==> src/rtl/cpu_rd_cache_adapter_if.sv <==
// Bundle of CPU-side, memory-side and packet-handshake signals around the read cache adapter.
interface cpu_rd_cache_adapter_if #(
  parameter int BYTE_ADDR_WIDTH = 12,
  parameter int ADDR_WIDTH      = 9,
  parameter int PLEN_WIDTH      = 32
);
  localparam int DATA_WIDTH = (2 ** (BYTE_ADDR_WIDTH - ADDR_WIDTH)) * 8;

  logic [BYTE_ADDR_WIDTH-1:0] byte_rd_addr;
  logic                       cpu_rd_en;
  logic [1:0]                 transfer_sz;
  logic                       cpu_acc;
  logic                       cpu_rej;
  logic                       rdy_for_cpu_ack;
  logic                       cpu_done_ack;
  logic                       rdy_for_cpu;
  logic                       busy;
  logic                       cache_hit;
  logic [31:0]                resized_mem_data;
  logic                       resized_mem_data_vld;
  logic [PLEN_WIDTH-1:0]      cpu_byte_len;
  logic [ADDR_WIDTH-1:0]      word_rd_addra;
  logic                       rd_en;
  logic                       acc;
  logic                       rej;
  logic                       rdy_ack;
  logic                       done_ack;
  logic                       rdy;
  logic [DATA_WIDTH-1:0]      bigword;
  logic                       bigword_vld;
  logic [PLEN_WIDTH-1:0]      byte_len;

  modport slave (
    input  byte_rd_addr, cpu_rd_en, transfer_sz, cpu_acc, cpu_rej, rdy_for_cpu_ack,
    input  done_ack, rdy, bigword, bigword_vld, byte_len,
    output cpu_done_ack, rdy_for_cpu, busy, cache_hit, resized_mem_data,
    output resized_mem_data_vld, cpu_byte_len, word_rd_addra, rd_en, acc, rej, rdy_ack
  );

  modport master (
    output byte_rd_addr, cpu_rd_en, transfer_sz, cpu_acc, cpu_rej, rdy_for_cpu_ack,
    output done_ack, rdy, bigword, bigword_vld, byte_len,
    input  cpu_done_ack, rdy_for_cpu, busy, cache_hit, resized_mem_data,
    input  resized_mem_data_vld, cpu_byte_len, word_rd_addra, rd_en, acc, rej, rdy_ack
  );
endinterface

==> src/rtl/cpu_rd_cache_adapter.sv <==
// CPU read adapter: byte address + size -> word reads (one-line cache, straddling reads,
// variable memory latency), returning big-endian zero-padded W/H/B results.
module cpu_rd_cache_adapter #(
  parameter int BYTE_ADDR_WIDTH = 12,
  parameter int ADDR_WIDTH      = 9,
  parameter int PLEN_WIDTH      = 32,
  parameter int CACHE_EN        = 1
) (
  input  logic                   clk,
  input  logic                   rst,
  cpu_rd_cache_adapter_if.slave  bus
);
  localparam int DATA_WIDTH = (2 ** (BYTE_ADDR_WIDTH - ADDR_WIDTH)) * 8;
  localparam int WB         = DATA_WIDTH / 8;
  localparam int OFFW       = BYTE_ADDR_WIDTH - ADDR_WIDTH;

  typedef enum logic [1:0] {IDLE, WAIT0, WAIT1, RESP} state_t;

  state_t                 state_q, state_d;
  logic [OFFW-1:0]        off_q, off_d;
  logic [2:0]             nb_q, nb_d;
  logic                   straddle_q, straddle_d;
  logic [ADDR_WIDTH-1:0]  widx_q, widx_d;
  logic [DATA_WIDTH-1:0]  word0_q, word0_d;
  logic                   nofill_q, nofill_d;
  logic                   cache_vld_q, cache_vld_d;
  logic [ADDR_WIDTH-1:0]  cache_tag_q, cache_tag_d;
  logic [DATA_WIDTH-1:0]  cache_data_q, cache_data_d;
  logic [31:0]            data_q, data_d;
  logic                   vld_q, vld_d;
  logic                   hit_q, hit_d;

  logic [OFFW-1:0]        req_off;
  logic [ADDR_WIDTH-1:0]  req_widx;
  logic [ADDR_WIDTH-1:0]  widx_nxt;
  logic [2:0]             req_nb;
  logic [OFFW:0]          req_end;
  logic                   req_straddle;
  logic                   req_hit;
  logic                   inv;
  logic [PLEN_WIDTH-1:0]  byte_len_w;

  // Shift the selected bytes to the top, take 32 bits, then drop the unused low bytes.
  function automatic logic [31:0] extract(input logic [2*DATA_WIDTH-1:0] cat,
                                          input logic [OFFW-1:0] off,
                                          input logic [2:0] nb);
    logic [2*DATA_WIDTH-1:0] sh;
    logic [31:0]             win;
    sh  = cat << {off, 3'b000};
    win = sh[2*DATA_WIDTH-1 -: 32];
    return win >> {3'd4 - nb, 3'b000};
  endfunction

  assign req_off      = bus.byte_rd_addr[OFFW-1:0];
  assign req_widx     = bus.byte_rd_addr[BYTE_ADDR_WIDTH-1:OFFW];
  assign req_end      = {1'b0, req_off} + (OFFW+1)'(req_nb);
  assign req_straddle = req_end > (OFFW+1)'(WB);
  assign widx_nxt     = widx_q + ADDR_WIDTH'(1);
  assign inv          = bus.cpu_acc | bus.cpu_rej;
  assign req_hit      = (CACHE_EN != 0) && cache_vld_q && (cache_tag_q == req_widx) && !req_straddle;

  always_comb begin
    case (bus.transfer_sz)
      2'b01:   req_nb = 3'd2;
      2'b10:   req_nb = 3'd1;
      default: req_nb = 3'd4;
    endcase
  end

  always_comb begin
    state_d          = state_q;
    off_d            = off_q;
    nb_d             = nb_q;
    straddle_d       = straddle_q;
    widx_d           = widx_q;
    word0_d          = word0_q;
    nofill_d         = nofill_q;
    cache_vld_d      = cache_vld_q;
    cache_tag_d      = cache_tag_q;
    cache_data_d     = cache_data_q;
    data_d           = data_q;
    vld_d            = 1'b0;
    hit_d            = 1'b0;
    bus.rd_en        = 1'b0;
    bus.word_rd_addra = widx_q;
    bus.busy         = (state_q != IDLE);

    case (state_q)
      IDLE: begin
        if (bus.cpu_rd_en) begin
          if (req_hit) begin
            vld_d  = 1'b1;
            hit_d  = 1'b1;
            data_d = extract({cache_data_q, {DATA_WIDTH{1'b0}}}, req_off, req_nb);
          end else begin
            bus.rd_en         = 1'b1;
            bus.word_rd_addra = req_widx;
            off_d             = req_off;
            nb_d              = req_nb;
            straddle_d        = req_straddle;
            widx_d            = req_widx;
            nofill_d          = inv;
            state_d           = WAIT0;
          end
        end
      end
      WAIT0: begin
        if (bus.bigword_vld) begin
          word0_d = bus.bigword;
          if (straddle_q) begin
            bus.rd_en         = 1'b1;
            bus.word_rd_addra = widx_nxt;
            state_d           = WAIT1;
          end else begin
            vld_d   = 1'b1;
            data_d  = extract({bus.bigword, {DATA_WIDTH{1'b0}}}, off_q, nb_q);
            state_d = RESP;
            if (!nofill_q) begin
              cache_vld_d  = 1'b1;
              cache_tag_d  = widx_q;
              cache_data_d = bus.bigword;
            end
          end
        end
      end
      WAIT1: begin
        if (bus.bigword_vld) begin
          vld_d   = 1'b1;
          data_d  = extract({word0_q, bus.bigword}, off_q, nb_q);
          state_d = RESP;
          if (!nofill_q) begin
            cache_vld_d  = 1'b1;
            cache_tag_d  = widx_nxt;
            cache_data_d = bus.bigword;
          end
        end
      end
      RESP:    state_d = IDLE;
      default: state_d = IDLE;
    endcase

    // A retired packet poisons both the cache and any fill still in flight.
    if (inv && state_q != IDLE) nofill_d = 1'b1;
    if (inv || CACHE_EN == 0) cache_vld_d = 1'b0;
  end

  always_ff @(posedge clk or posedge rst) begin
    if (rst) begin
      state_q      <= IDLE;
      off_q        <= '0;
      nb_q         <= '0;
      straddle_q   <= 1'b0;
      widx_q       <= '0;
      word0_q      <= '0;
      nofill_q     <= 1'b0;
      cache_vld_q  <= 1'b0;
      cache_tag_q  <= '0;
      cache_data_q <= '0;
      data_q       <= '0;
      vld_q        <= 1'b0;
      hit_q        <= 1'b0;
    end else begin
      state_q      <= state_d;
      off_q        <= off_d;
      nb_q         <= nb_d;
      straddle_q   <= straddle_d;
      widx_q       <= widx_d;
      word0_q      <= word0_d;
      nofill_q     <= nofill_d;
      cache_vld_q  <= cache_vld_d;
      cache_tag_q  <= cache_tag_d;
      cache_data_q <= cache_data_d;
      data_q       <= data_d;
      vld_q        <= vld_d;
      hit_q        <= hit_d;
    end
  end

  assign bus.resized_mem_data     = data_q;
  assign bus.resized_mem_data_vld = vld_q;
  assign bus.cache_hit            = hit_q;

  assign byte_len_w       = bus.byte_len;
  assign bus.cpu_byte_len = byte_len_w;
  assign bus.acc          = bus.cpu_acc;
  assign bus.rej          = bus.cpu_rej;
  assign bus.rdy_ack      = bus.rdy_for_cpu_ack;
  assign bus.cpu_done_ack = bus.done_ack;
  assign bus.rdy_for_cpu  = bus.rdy;
endmodule

==> src/flat_wrapper.sv <==
// flat-port wrapper written by rule: the top's interface ports become plain ports
module cpu_rd_cache_adapter_flat 
#(
  parameter int BYTE_ADDR_WIDTH = 12,
  parameter int ADDR_WIDTH      = 9,
  parameter int PLEN_WIDTH      = 32,
  parameter int CACHE_EN        = 1
)
  (clk, rst, bus_byte_rd_addr, bus_cpu_rd_en, bus_transfer_sz, bus_cpu_acc, bus_cpu_rej, bus_rdy_for_cpu_ack, bus_done_ack, bus_rdy, bus_bigword, bus_bigword_vld, bus_byte_len, bus_cpu_done_ack, bus_rdy_for_cpu, bus_busy, bus_cache_hit, bus_resized_mem_data, bus_resized_mem_data_vld, bus_cpu_byte_len, bus_word_rd_addra, bus_rd_en, bus_acc, bus_rej, bus_rdy_ack);
  cpu_rd_cache_adapter_if #(.BYTE_ADDR_WIDTH(BYTE_ADDR_WIDTH), .ADDR_WIDTH(ADDR_WIDTH), .PLEN_WIDTH(PLEN_WIDTH)) bus_i ();
  input  logic clk;
  input  logic rst;
  input wire logic [$bits(bus_i.byte_rd_addr)-1:0] bus_byte_rd_addr;
  input wire logic [$bits(bus_i.cpu_rd_en)-1:0] bus_cpu_rd_en;
  input wire logic [$bits(bus_i.transfer_sz)-1:0] bus_transfer_sz;
  input wire logic [$bits(bus_i.cpu_acc)-1:0] bus_cpu_acc;
  input wire logic [$bits(bus_i.cpu_rej)-1:0] bus_cpu_rej;
  input wire logic [$bits(bus_i.rdy_for_cpu_ack)-1:0] bus_rdy_for_cpu_ack;
  input wire logic [$bits(bus_i.done_ack)-1:0] bus_done_ack;
  input wire logic [$bits(bus_i.rdy)-1:0] bus_rdy;
  input wire logic [$bits(bus_i.bigword)-1:0] bus_bigword;
  input wire logic [$bits(bus_i.bigword_vld)-1:0] bus_bigword_vld;
  input wire logic [$bits(bus_i.byte_len)-1:0] bus_byte_len;
  output wire logic [$bits(bus_i.cpu_done_ack)-1:0] bus_cpu_done_ack;
  output wire logic [$bits(bus_i.rdy_for_cpu)-1:0] bus_rdy_for_cpu;
  output wire logic [$bits(bus_i.busy)-1:0] bus_busy;
  output wire logic [$bits(bus_i.cache_hit)-1:0] bus_cache_hit;
  output wire logic [$bits(bus_i.resized_mem_data)-1:0] bus_resized_mem_data;
  output wire logic [$bits(bus_i.resized_mem_data_vld)-1:0] bus_resized_mem_data_vld;
  output wire logic [$bits(bus_i.cpu_byte_len)-1:0] bus_cpu_byte_len;
  output wire logic [$bits(bus_i.word_rd_addra)-1:0] bus_word_rd_addra;
  output wire logic [$bits(bus_i.rd_en)-1:0] bus_rd_en;
  output wire logic [$bits(bus_i.acc)-1:0] bus_acc;
  output wire logic [$bits(bus_i.rej)-1:0] bus_rej;
  output wire logic [$bits(bus_i.rdy_ack)-1:0] bus_rdy_ack;
  assign bus_i.byte_rd_addr = bus_byte_rd_addr;
  assign bus_i.cpu_rd_en = bus_cpu_rd_en;
  assign bus_i.transfer_sz = bus_transfer_sz;
  assign bus_i.cpu_acc = bus_cpu_acc;
  assign bus_i.cpu_rej = bus_cpu_rej;
  assign bus_i.rdy_for_cpu_ack = bus_rdy_for_cpu_ack;
  assign bus_i.done_ack = bus_done_ack;
  assign bus_i.rdy = bus_rdy;
  assign bus_i.bigword = bus_bigword;
  assign bus_i.bigword_vld = bus_bigword_vld;
  assign bus_i.byte_len = bus_byte_len;
  assign bus_cpu_done_ack = bus_i.cpu_done_ack;
  assign bus_rdy_for_cpu = bus_i.rdy_for_cpu;
  assign bus_busy = bus_i.busy;
  assign bus_cache_hit = bus_i.cache_hit;
  assign bus_resized_mem_data = bus_i.resized_mem_data;
  assign bus_resized_mem_data_vld = bus_i.resized_mem_data_vld;
  assign bus_cpu_byte_len = bus_i.cpu_byte_len;
  assign bus_word_rd_addra = bus_i.word_rd_addra;
  assign bus_rd_en = bus_i.rd_en;
  assign bus_acc = bus_i.acc;
  assign bus_rej = bus_i.rej;
  assign bus_rdy_ack = bus_i.rdy_ack;
  cpu_rd_cache_adapter #(.BYTE_ADDR_WIDTH(BYTE_ADDR_WIDTH), .ADDR_WIDTH(ADDR_WIDTH), .PLEN_WIDTH(PLEN_WIDTH), .CACHE_EN(CACHE_EN)) u_core (.clk(clk), .rst(rst), .bus(bus_i));
endmodule
==> config.mk <==
export PLATFORM = sky130hd
export DESIGN_NAME = cpu_rd_cache_adapter_flat
export DESIGN_NICKNAME = d
export VERILOG_FILES = /design/src/rtl/cpu_rd_cache_adapter_if.sv /design/src/rtl/cpu_rd_cache_adapter.sv /design/src/flat_wrapper.sv
export SDC_FILE = /design/constraint.sdc
export NUM_CORES = 1
export LEC_CHECK = 0
export CORE_AREA = 2 2 166 168
export CTS_BUF_LIST = sky130_fd_sc_hd__clkbuf_2
export DETAILED_ROUTE_END_ITERATION = 8
export DIE_AREA = 0 0 168 170
export PLACE_DENSITY = 0.77
export SLEW_MARGIN = 20
export SYNTH_ARGS = -nofsm -noshare
export SYNTH_HDL_FRONTEND = slang
export SYNTH_SLANG_ARGS = --single-unit
==> constraint.sdc <==
create_clock -name clk -period 5.8 [get_ports clk]
set_clock_uncertainty 0.2 [all_clocks]
set_input_delay 0.87 -clock clk [delete_from_list [all_inputs] [get_ports clk]]
set_output_delay 0.87 -clock clk [all_outputs]
set_load 0.05 [all_outputs]
# Word-level counts from Yosys, hierarchy flattened
# Cells that the tools add are included.
dict set report totals {
  reg_bits 191
  in_bits 119
  out_inout_bits 82
  elab_cells 114
}
dict set report op_classes {
  shifts 6
  eq_ne 18
  order_cmp 1
  bitwise 2
  reduce_logical 19
  n_mux 51
  addsub 4
}
# cell count
set op_table {}
lappend op_table {{128-bit by 6-bit << shifter with 128-bit output} 3}
lappend op_table {{64-bit 2-to-1 mux} 4}
lappend op_table {{32-bit 2-to-1 mux} 5}
lappend op_table {{64-bit case mux with 2 select lines} 1}
lappend op_table {{32-bit case mux with 3 select lines} 1}
lappend op_table {{32-bit by 6-bit right shift with 32-bit output} 3}
lappend op_table {{9-bit 2-to-1 mux} 9}
lappend op_table {{9-bit case mux with 2 select lines} 2}
lappend op_table {{1-bit 2-to-1 mux} 20}
lappend op_table {{2-bit inequality test, second input constant} 8}
lappend op_table {{4-bit AND reduction} 3}
lappend op_table {{6-bit AND reduction} 2}
lappend op_table {{9-bit by 1-bit adder with 9-bit output, second input constant} 1}
lappend op_table {{9-bit equality test} 1}
lappend op_table {{2-bit 2-to-1 mux} 4}
lappend op_table {{2-bit case mux with 4 select lines} 1}
lappend op_table {{2-bit nonzero test} 4}
lappend op_table {{2-bit equality test, second input constant} 3}
lappend op_table {{3-bit by 2-bit inequality test with 1-bit output, second input constant} 2}
lappend op_table {{3-bit case mux with 2 select lines} 1}
lappend op_table {{3-bit AND reduction} 2}
lappend op_table {{3-bit nonzero test} 2}
lappend op_table {{3-bit subtractor, first input constant} 2}
lappend op_table {{3-bit by 3-bit adder with 4-bit output} 1}
lappend op_table {{other kinds (12)} 16}

# Logic depth before layout (Yosys ltp)
# Gate-level depths: netlist (run 1).
dict set report logic_depth {
  depth_word 10
  ltp_mapped 12
}

# Least setup slack after synthesis (run 1)
# No wires, ideal clock.
dict set report synth_path {
  path_kind {input-to-output}
  start {input port bus_transfer_sz[0]}
  end {output port bus_word_rd_addra[4]}
  n_path_buf 0
  required_ns 4.730
  t_arrival_ns 4.053
  cell_stages 9
  setup_slack_ns 0.677
  path_cell_list {inv_1 ha_1 ha_1 fa_1 o32a_1 a2111oi_4 o21ai_1 o2111a_1 o21ai_0}
}
dict set report synth_between {
  elab_chain_cells 9
}
# item line
set synth_rtl {}
lappend synth_rtl {{start: declaration} flat_wrapper.sv:15} ;# input wire logic [$bits(bus_i.transfer_sz)-1:0] bus_transfer_sz;
lappend synth_rtl {{2-bit equality test or 2-bit by 1-bit equality test with 1-bit output (tied branches)} cpu_rd_cache_adapter.sv:63} ;# case (bus.transfer_sz)
lappend synth_rtl {{3-bit case mux with 2 select lines (*)} cpu_rd_cache_adapter.sv:63}
lappend synth_rtl {{via u_core.req_nb[0]} cpu_rd_cache_adapter.sv:36} ;# logic [2:0] req_nb;
lappend synth_rtl {{3-bit by 3-bit adder with 4-bit output (*)} cpu_rd_cache_adapter.sv:56} ;# assign req_end = {1'b0, req_off} + (OFFW+1)'(req_nb);
lappend synth_rtl {{4-bit > comparator (*)} cpu_rd_cache_adapter.sv:57} ;# assign req_straddle = req_end > (OFFW+1)'(WB);
lappend synth_rtl {{1-bit logical NOT (*)} cpu_rd_cache_adapter.sv:60} ;# assign req_hit = (CACHE_EN != 0) && cache_vld_q && (cache_tag_q == req_widx) && !req_straddle;
lappend synth_rtl {{1-bit logical AND (*)} cpu_rd_cache_adapter.sv:60}
lappend synth_rtl {{9-bit 2-to-1 mux (*) (2 in a row)} --}
lappend synth_rtl {{9-bit case mux with 2 select lines (*)} cpu_rd_cache_adapter.sv:88} ;# case (state_q)
lappend synth_rtl {{end: declaration} flat_wrapper.sv:31} ;# output wire logic [$bits(bus_i.word_rd_addra)-1:0] bus_word_rd_addra;
# The timed path passes the listed nets; every way through them passes the cells marked *.

# Final worst setup path (run 1)
# Same ends and word-level chain as after synthesis.

==> results of run 1 <==
[logic make-up (layout without fill, tap and decap cells)]
logic type	Yosys count	after routing	share of synthesized area (%)
muxes	349	349	33.12
AOI/OAI and AO/OA	298	298	14.97
and+or+nand+nor	234	234	7.971
DFF	191	191	34.64
buffers and inverters	160	209	7.037
xor gates and xnor gates	19	19	1.206
adders and majority gates	11	11	1.052
other	0	2	0
[cell usage after synthesis (12+ instances only)]
library cell / n / area (um2)
nor2_1: 71 / 266.5
nand2_1: 71 / 266.5
a211oi_1: 16 / 120.1
a221oi_1: 21 / 183.9
buf_6: 16 / 180.2
o21ai_0: 62 / 310.3
mux4_2: 67 / 1509
buf_2: 22 / 110.1
a22oi_1: 17 / 127.6
nor3_1: 17 / 85.08
o22ai_1: 21 / 131.4
mux2_2: 174 / 1959
xnor2_1: 12 / 105.1
clkbuf_1: 43 / 161.4
a21oi_1: 49 / 245.2
nor2b_1: 12 / 75.07
mux2i_1: 103 / 1031
dfrtp_1: 191 / 4780
nand3_1: 12 / 60.06
buf_4: 53 / 397.9
o221ai_1: 17 / 148.9
inv_1: 19 / 71.32
a31oi_1: 15 / 93.84
[stage by stage]
step | power [mW] | util, % | hold WS [ns]
6_report | 9.404 | 57.12 | 0.2513
4_1_cts | 9.296 | 57.10 | 0.2207
2_1_floorplan | 6.899 | - | 0.2702
5_1_grt | 9.940 | 57.12 | 0.2347
3_5_place_dp | 8.550 | 56.10 | 0.2857
3_3_place_gp | 8.405 | 56.07 | 0.2772
[critical path: stages]
cell	delay [ns]
clkdlybuf4s50_1	0.48
inv_1	0.05
ha_1	0.21
ha_1	0.22
fa_1	0.38
nand3b_1	0.17
o32a_1	0.36
a2111oi_4	0.52
o21ai_1	0.27
o2111a_1	0.21
o21ai_0	0.40
buf_12	0.20
[state kept, by name, indices dropped and copies added, names as in the netlist, 2 cells and up]
register,cells
u_core.off_q,3
u_core.cache_tag_q,9
u_core.bus.resized_mem_data,32
u_core.nb_q,3
u_core.widx_q,9
u_core.state_q,2
u_core.word0_q,64
u_core.cache_data_q,64
[final timing paths]
check / start / to / cells past startpoint
max in group asynchronous: rst / u_core.off_q[0] / 3
setup / recovery: bus_transfer_sz[0] / bus_word_rd_addra[4] / 12
hold reg to reg: u_core.cache_vld_q / u_core.cache_vld_q / 2
setup reg to reg: u_core.state_q[0] / u_core.bus.resized_mem_data[1] / 8
min in group clk: u_core.cache_vld_q / u_core.cache_vld_q / 2
hold / removal: rst / u_core.word0_q[45] / 2
[power groups by stage]
stage               Sequential [mW]  Clock (mW)  Combinational, mW
floorplan                      2.78           0               4.12
global placement               2.69           0               5.72
detailed placement             2.73           0               5.82
CTS                            2.69       0.755               5.85
global route                   2.81       0.805               6.33
finish                         2.72       0.739               5.95
[per-layer routing]
layer	vias up	wire length, um
met2	709	17200
met1	5569	17080
li1	4893	-
met3	106	4422
met5	-	0
met4	0	1292
[area by class of cell]
class                   instances  area, um2  share of cell area [%]
clock buffers                  18      90.09                  0.5918
repair buffers                156       1587                   10.42
flip-flops and latches        191       4785                   31.43
multi-input cells             911       8070                   53.02
inverters                      21      82.58                  0.5425
diodes                          2      5.005                 0.03288
well taps                     341      426.7                   2.803
clock inverters                14      176.4                   1.159
[cells in the final DEF (no fill, tap or decap), types with 5 or more instances in the layout]
| master | instances |
|---|---|
| ha_1 | 9 |
| mux2i_1 | 103 |
| a31oi_1 | 15 |
| mux2_2 | 174 |
| a221o_1 | 8 |
| and2_1 | 9 |
| o22ai_1 | 21 |
| mux4_2 | 67 |
| o221ai_1 | 17 |
| nand3b_1 | 7 |
| a21oi_1 | 49 |
| a2bb2oi_1 | 6 |
| dfrtp_1 | 189 |
| inv_1 | 18 |
| buf_4 | 26 |
| o22a_1 | 6 |
| xnor2_1 | 12 |
| nor2_1 | 71 |
| o21a_1 | 6 |
| nor4_1 | 5 |
| o211ai_1 | 9 |
| nor2b_1 | 12 |
| nand2b_1 | 8 |
| nand2_1 | 70 |
| xor2_1 | 7 |
| nand3_1 | 12 |
| clkdlybuf4s50_1 | 118 |
| a211oi_1 | 16 |
| buf_12 | 10 |
| o21ai_0 | 62 |
| a22oi_1 | 17 |
| a221oi_1 | 21 |
| nor3_1 | 17 |
| clkbuf_2 | 18 |
==> impl_metrics.env, run 1 <==
export IMPL_netlist_area_mm2=0.01380
export IMPL_fin_nets=1428
export IMPL_pwr_share_clk_pct=7.9
export IMPL_drt_wl_total_um=40000
export IMPL_syn2layout_area_growth_pct=10.32
export IMPL_chipHeight_um=170
export IMPL_rsz0062_at_grt="false"
export IMPL_io_pins=201
export IMPL_cts_htree_levels=4
export IMPL_seq_power_share_pct=28.9
export IMPL_syn_area_per_cell_um2=10.93
export IMPL_setup_tns_ns=0
export IMPL_place_congestion=0.9413
export IMPL_placed_cells=1620
export IMPL_start_util_pct=51.77
export IMPL_fin_crit_sh_pct=93.24
export IMPL_cp_max_fo=7
export IMPL_synth_edf_count=0
export IMPL_cts_hold_buf=0
export IMPL_power_internal_mw=4.815
export IMPL_fin_area_mm2=0.01522
export IMPL_grt_pass1_wl_um=64230
export IMPL_drv_cap=0
export IMPL_viasPerCell=6.818
export IMPL_finalMaxSlewViolations=0
export IMPL_cts_repair_resized=0
export IMPL_synthesis_instances=1262
export IMPL_drc=0
export IMPL_wl_per_cell_um=24.18
export IMPL_drive_above_1_share_pct=24.87
export IMPL_grt_use_met1_pct=41.69
export IMPL_post_route_min_period_ns=5.408
export IMPL_end_kind="output pin"
export IMPL_n_fill_cell=2192
export IMPL_switchingPower_mw=4.590
export IMPL_route_vias_total=11280
export IMPL_ant_nets=0
export IMPL_insertion_delay_ns=0.83
export IMPL_hpwl_um=28670
export IMPL_cts_tree="built"
export IMPL_relSlewSlack_pct=34.93
export IMPL_setup_viol=0
export IMPL_cts_setup_buffers=0
export IMPL_final_hold_violation_count=0
export IMPL_die_area_mm2=0.02856
export IMPL_die_w_um=168
export IMPL_combPwrFrac_pct=63.3
export IMPL_ys_warnings_count=0
export IMPL_power_density_mw_per_mm2=617.8
export IMPL_grt_busiest_layer="met1"
export IMPL_crit_type="input pin to output pin"
export IMPL_status="completed"
export IMPL_synthArstFlopShare_pct=100.0
export IMPL_ys_ff_latch=191
export IMPL_clk_path_buf_depth=2
export IMPL_grt_pass1_vias=11080
export IMPL_antenna_found_initial=3
export IMPL_grt_use_met3_pct=6.977
export IMPL_tightest_slew_ns=0.9685
export IMPL_r2r_slack_ns=1.54
export IMPL_grt_max_degree=69
export IMPL_track_usage_pct=28.69
export IMPL_hold_path_class="input pin to asynchronous set/reset pin"
export IMPL_synth_distinct_cells=70
export IMPL_syn_nets=1392
export IMPL_vdd_drop_max_uv=524.9
export IMPL_critPathArrivalTime_ns=4.34
export IMPL_worstSetupStartpointType="input pin"
export IMPL_fmax_ghz=0.1849
export IMPL_instances_no_fill=1654
export IMPL_cts_buffers=17
export IMPL_switching_share_pct=48.80
export IMPL_portBuffers=130
export IMPL_power_leakage_nw=6.048
export IMPL_required_ns=4.73
export IMPL_first_pass_iters=5
export IMPL_gr_usage_met2_pct=41.61
export IMPL_path_clk_slew_ns=0.30
export IMPL_placed_area_mm2=0.01495
export IMPL_dp_slack_ns=0.4685
export IMPL_cts_sinks=191
export IMPL_num_rows=60
export IMPL_overflow=0
export IMPL_core_area_mm2=0.02665
export IMPL_yosysSeqAreaShare_pct=34.64
export IMPL_root_buffer="clkbuf_2"
export IMPL_drt_iter0_markers=1284
export IMPL_synthFlopType="dfrtp_1"
export IMPL_fin_ws_ns=0.3921
No activity file was read; power rests on OpenSTA's default activity.
==> inputs of run 2 (changes only) <==
Settings changed: MAX_ROUTING_LAYER from default to met4.
==> run 2 against run 1 <==
Setup slack better by 0.091 ns. Critical path depth unchanged. Via count up 0.82%. Worst hold slack better by 0.083 ns. Clock-buffer cell count down 1. Final area down 0.30%. Power down 0.64%. Combinational power up 0.7%. Global-route usage up 1.1 points. Largest power group unchanged.
==> impl_metrics.env, run 2 (synthesis results as in run 1) <==
export IMPL_cts_buffers=17
export IMPL_cp_common_cell="ha_1"
export IMPL_die_w_um=168
export IMPL_die_area_mm2=0.02856
export IMPL_crit_buf_inv=3
export IMPL_drc=0
export IMPL_drt_wl_total_um=40670
export IMPL_grt_pass1_vias=11150
export IMPL_cts_htree_levels=4
export IMPL_clk_path_buf_depth=2
export IMPL_viasPerCell=6.865
export IMPL_drt_iter0_markers=1416
export IMPL_relSlewSlack_pct=33.57
export IMPL_place_congestion=0.9622
export IMPL_core_area_mm2=0.02665
export IMPL_crit_chain="clkdlybuf4s50_1 > inv_1 > ha_1 > ha_1 > fa_1 > nand3b_1 > o32a_1 > a2111oi_4 > o21ai_1 > o2111a_1 > o21ai_0 > buf_12"
export IMPL_cts_repair_resized=0
export IMPL_status="completed"
export IMPL_syn2layout_area_growth_pct=9.993
export IMPL_setup_viol=0
export IMPL_cp_max_fo=7
export IMPL_rsz0062_at_grt="false"
export IMPL_cpPeakStageDelay_ns=0.51
export IMPL_hpwl_um=29040
export IMPL_num_rows=60
export IMPL_cts_tree="built"
export IMPL_required_ns=4.73
export IMPL_worstSetupStartpointType="input pin"
export IMPL_cts_setup_buffers=0
export IMPL_overflow=0
export IMPL_path_clk_slew_ns=0.29
export IMPL_start_util_pct=51.77
export IMPL_finalMaxSlewViolations=0
export IMPL_mostFrequentLayoutCells="189 x dfrtp_1, 174 x mux2_2, 118 x clkdlybuf4s50_1, 103 x mux2i_1, 71 x nor2_1"
export IMPL_io_pins=201
export IMPL_track_usage_pct=29.76
export IMPL_fin_nets=1428
export IMPL_first_pass_iters=7
export IMPL_cts_hold_buf=0
export IMPL_fin_ws_ns=0.4835
export IMPL_hold_path_class="input pin to asynchronous set/reset pin"
export IMPL_drive_above_1_share_pct=24.87
export IMPL_final_common_cell="dfrtp_1"
export IMPL_cts_sinks=191
export IMPL_final_hold_violation_count=0
export IMPL_fin_crit_sh_pct=91.66
export IMPL_register_area_mm2=0.004785
export IMPL_crit_family="compound AO/OA/AOI/OAI gates"
export IMPL_critPathSlowestCell="a2111oi_4"
export IMPL_power_leakage_nw=6.031
export IMPL_critPathArrivalTime_ns=4.25
export IMPL_grt_pass1_wl_um=64770
export IMPL_drv_cap=0
export IMPL_root_buffer="clkbuf_2"
export IMPL_insertion_delay_ns=0.83
export IMPL_end_kind="output pin"
export IMPL_ant_nets=0
export IMPL_setup_tns_ns=0
export IMPL_power_density_mw_per_mm2=615.7
export IMPL_wl_per_cell_um=24.56
export IMPL_dp_slack_ns=0.4983
export IMPL_fmax_ghz=0.1881
export IMPL_chipHeight_um=170
export IMPL_antenna_found_initial=1
export IMPL_n_fill_cell=2230
export IMPL_tightest_slew_ns=0.9889
export IMPL_portBuffers=130
export IMPL_route_vias_total=11370
export IMPL_grt_max_degree=83
export IMPL_vdd_drop_max_uv=451.3
export IMPL_crit_type="input pin to output pin"
export IMPL_post_route_min_period_ns=5.317
export IMPL_multiInputGateArea_mm2=0.008070
run 2: cell count changes in the layout (fill, tap and decap cells not counted), moves of 2 or more:
cell       before  now
clkinv_4        1    4
bufinv_16       2    0
clkinv_2        0    2
diode_2         2    4
run 2: area by class of cell:
| class | count | area share, % |
|---|---|---|
| clock buffers | 17 | 0.5606 |
| well taps | 341 | 2.811 |
| clock inverters | 15 | 0.8656 |
| repair buffers | 156 | 10.45 |
| multi-input cells | 911 | 53.17 |
| flip-flops and latches | 191 | 31.53 |
| diodes | 4 | 0.06595 |
| inverters | 21 | 0.5441 |
run 2: routing by layer:
| layer | routed length (um) | share of wire, % | track usage (%) |
|---|---|---|---|
| met5 | 0 | 0 | - |
| met2 | 17570 | 43 | 42.09 |
| met3 | 4383 | 11 | 7.372 |
| met1 | 17400 | 43 | 41.88 |
| met4 | 1325 | 3.3 | 10.09 |
run 2: through the flow:
stage | power [mW] | instances | hold slack [ns] | area (um2) | utilization [%]
2_1_floorplan | 6.899 | 1262 | 0.2702 | 13800 | -
5_1_grt | 9.875 | 1656 | 0.3224 | 15180 | 56.95
6_report | 9.344 | 1656 | 0.3346 | 15180 | 56.95
3_3_place_gp | 8.403 | 1620 | 0.2742 | 14940 | 56.07
4_1_cts | 9.222 | 1652 | 0.2976 | 15170 | 56.91
3_5_place_dp | 8.563 | 1620 | 0.2840 | 14950 | 56.10
run 2: report_power, final:
part	internal [mW]	switching [mW]	total, mW	leakage [nW]
combinational	2.61	3.39	5.99	3.58
sequential	1.99	0.695	2.68	2.32
clock	0.129	0.537	0.667	0.131
total	4.72	4.62	9.34	6.03
run 2: final timing paths:
check | to | startpoint | cells after the start | slack [ns]
max | bus_word_rd_addra[4] | bus_transfer_sz[0] | 12 | 0.48
max reg2reg | u_core.bus.resized_mem_data[1] | u_core.state_q[0] | 8 | 1.61
min in group clk | u_core.bus.resized_mem_data[27] | u_core.bus.resized_mem_data[27] | 1 | 0.34
min reg2reg | u_core.bus.resized_mem_data[27] | u_core.bus.resized_mem_data[27] | 1 | 0.34
min | u_core.word0_q[5] | rst | 2 | 0.33
max in group asynchronous | u_core.off_q[0] | rst | 3 | 4.12
==> inputs of run 3 (changes only) <==
Settings changed: TNS_END_PERCENT from default to 100.
==> results of run 3 <==
The final DEF is identical to that of run 2; final timing and power are the same.
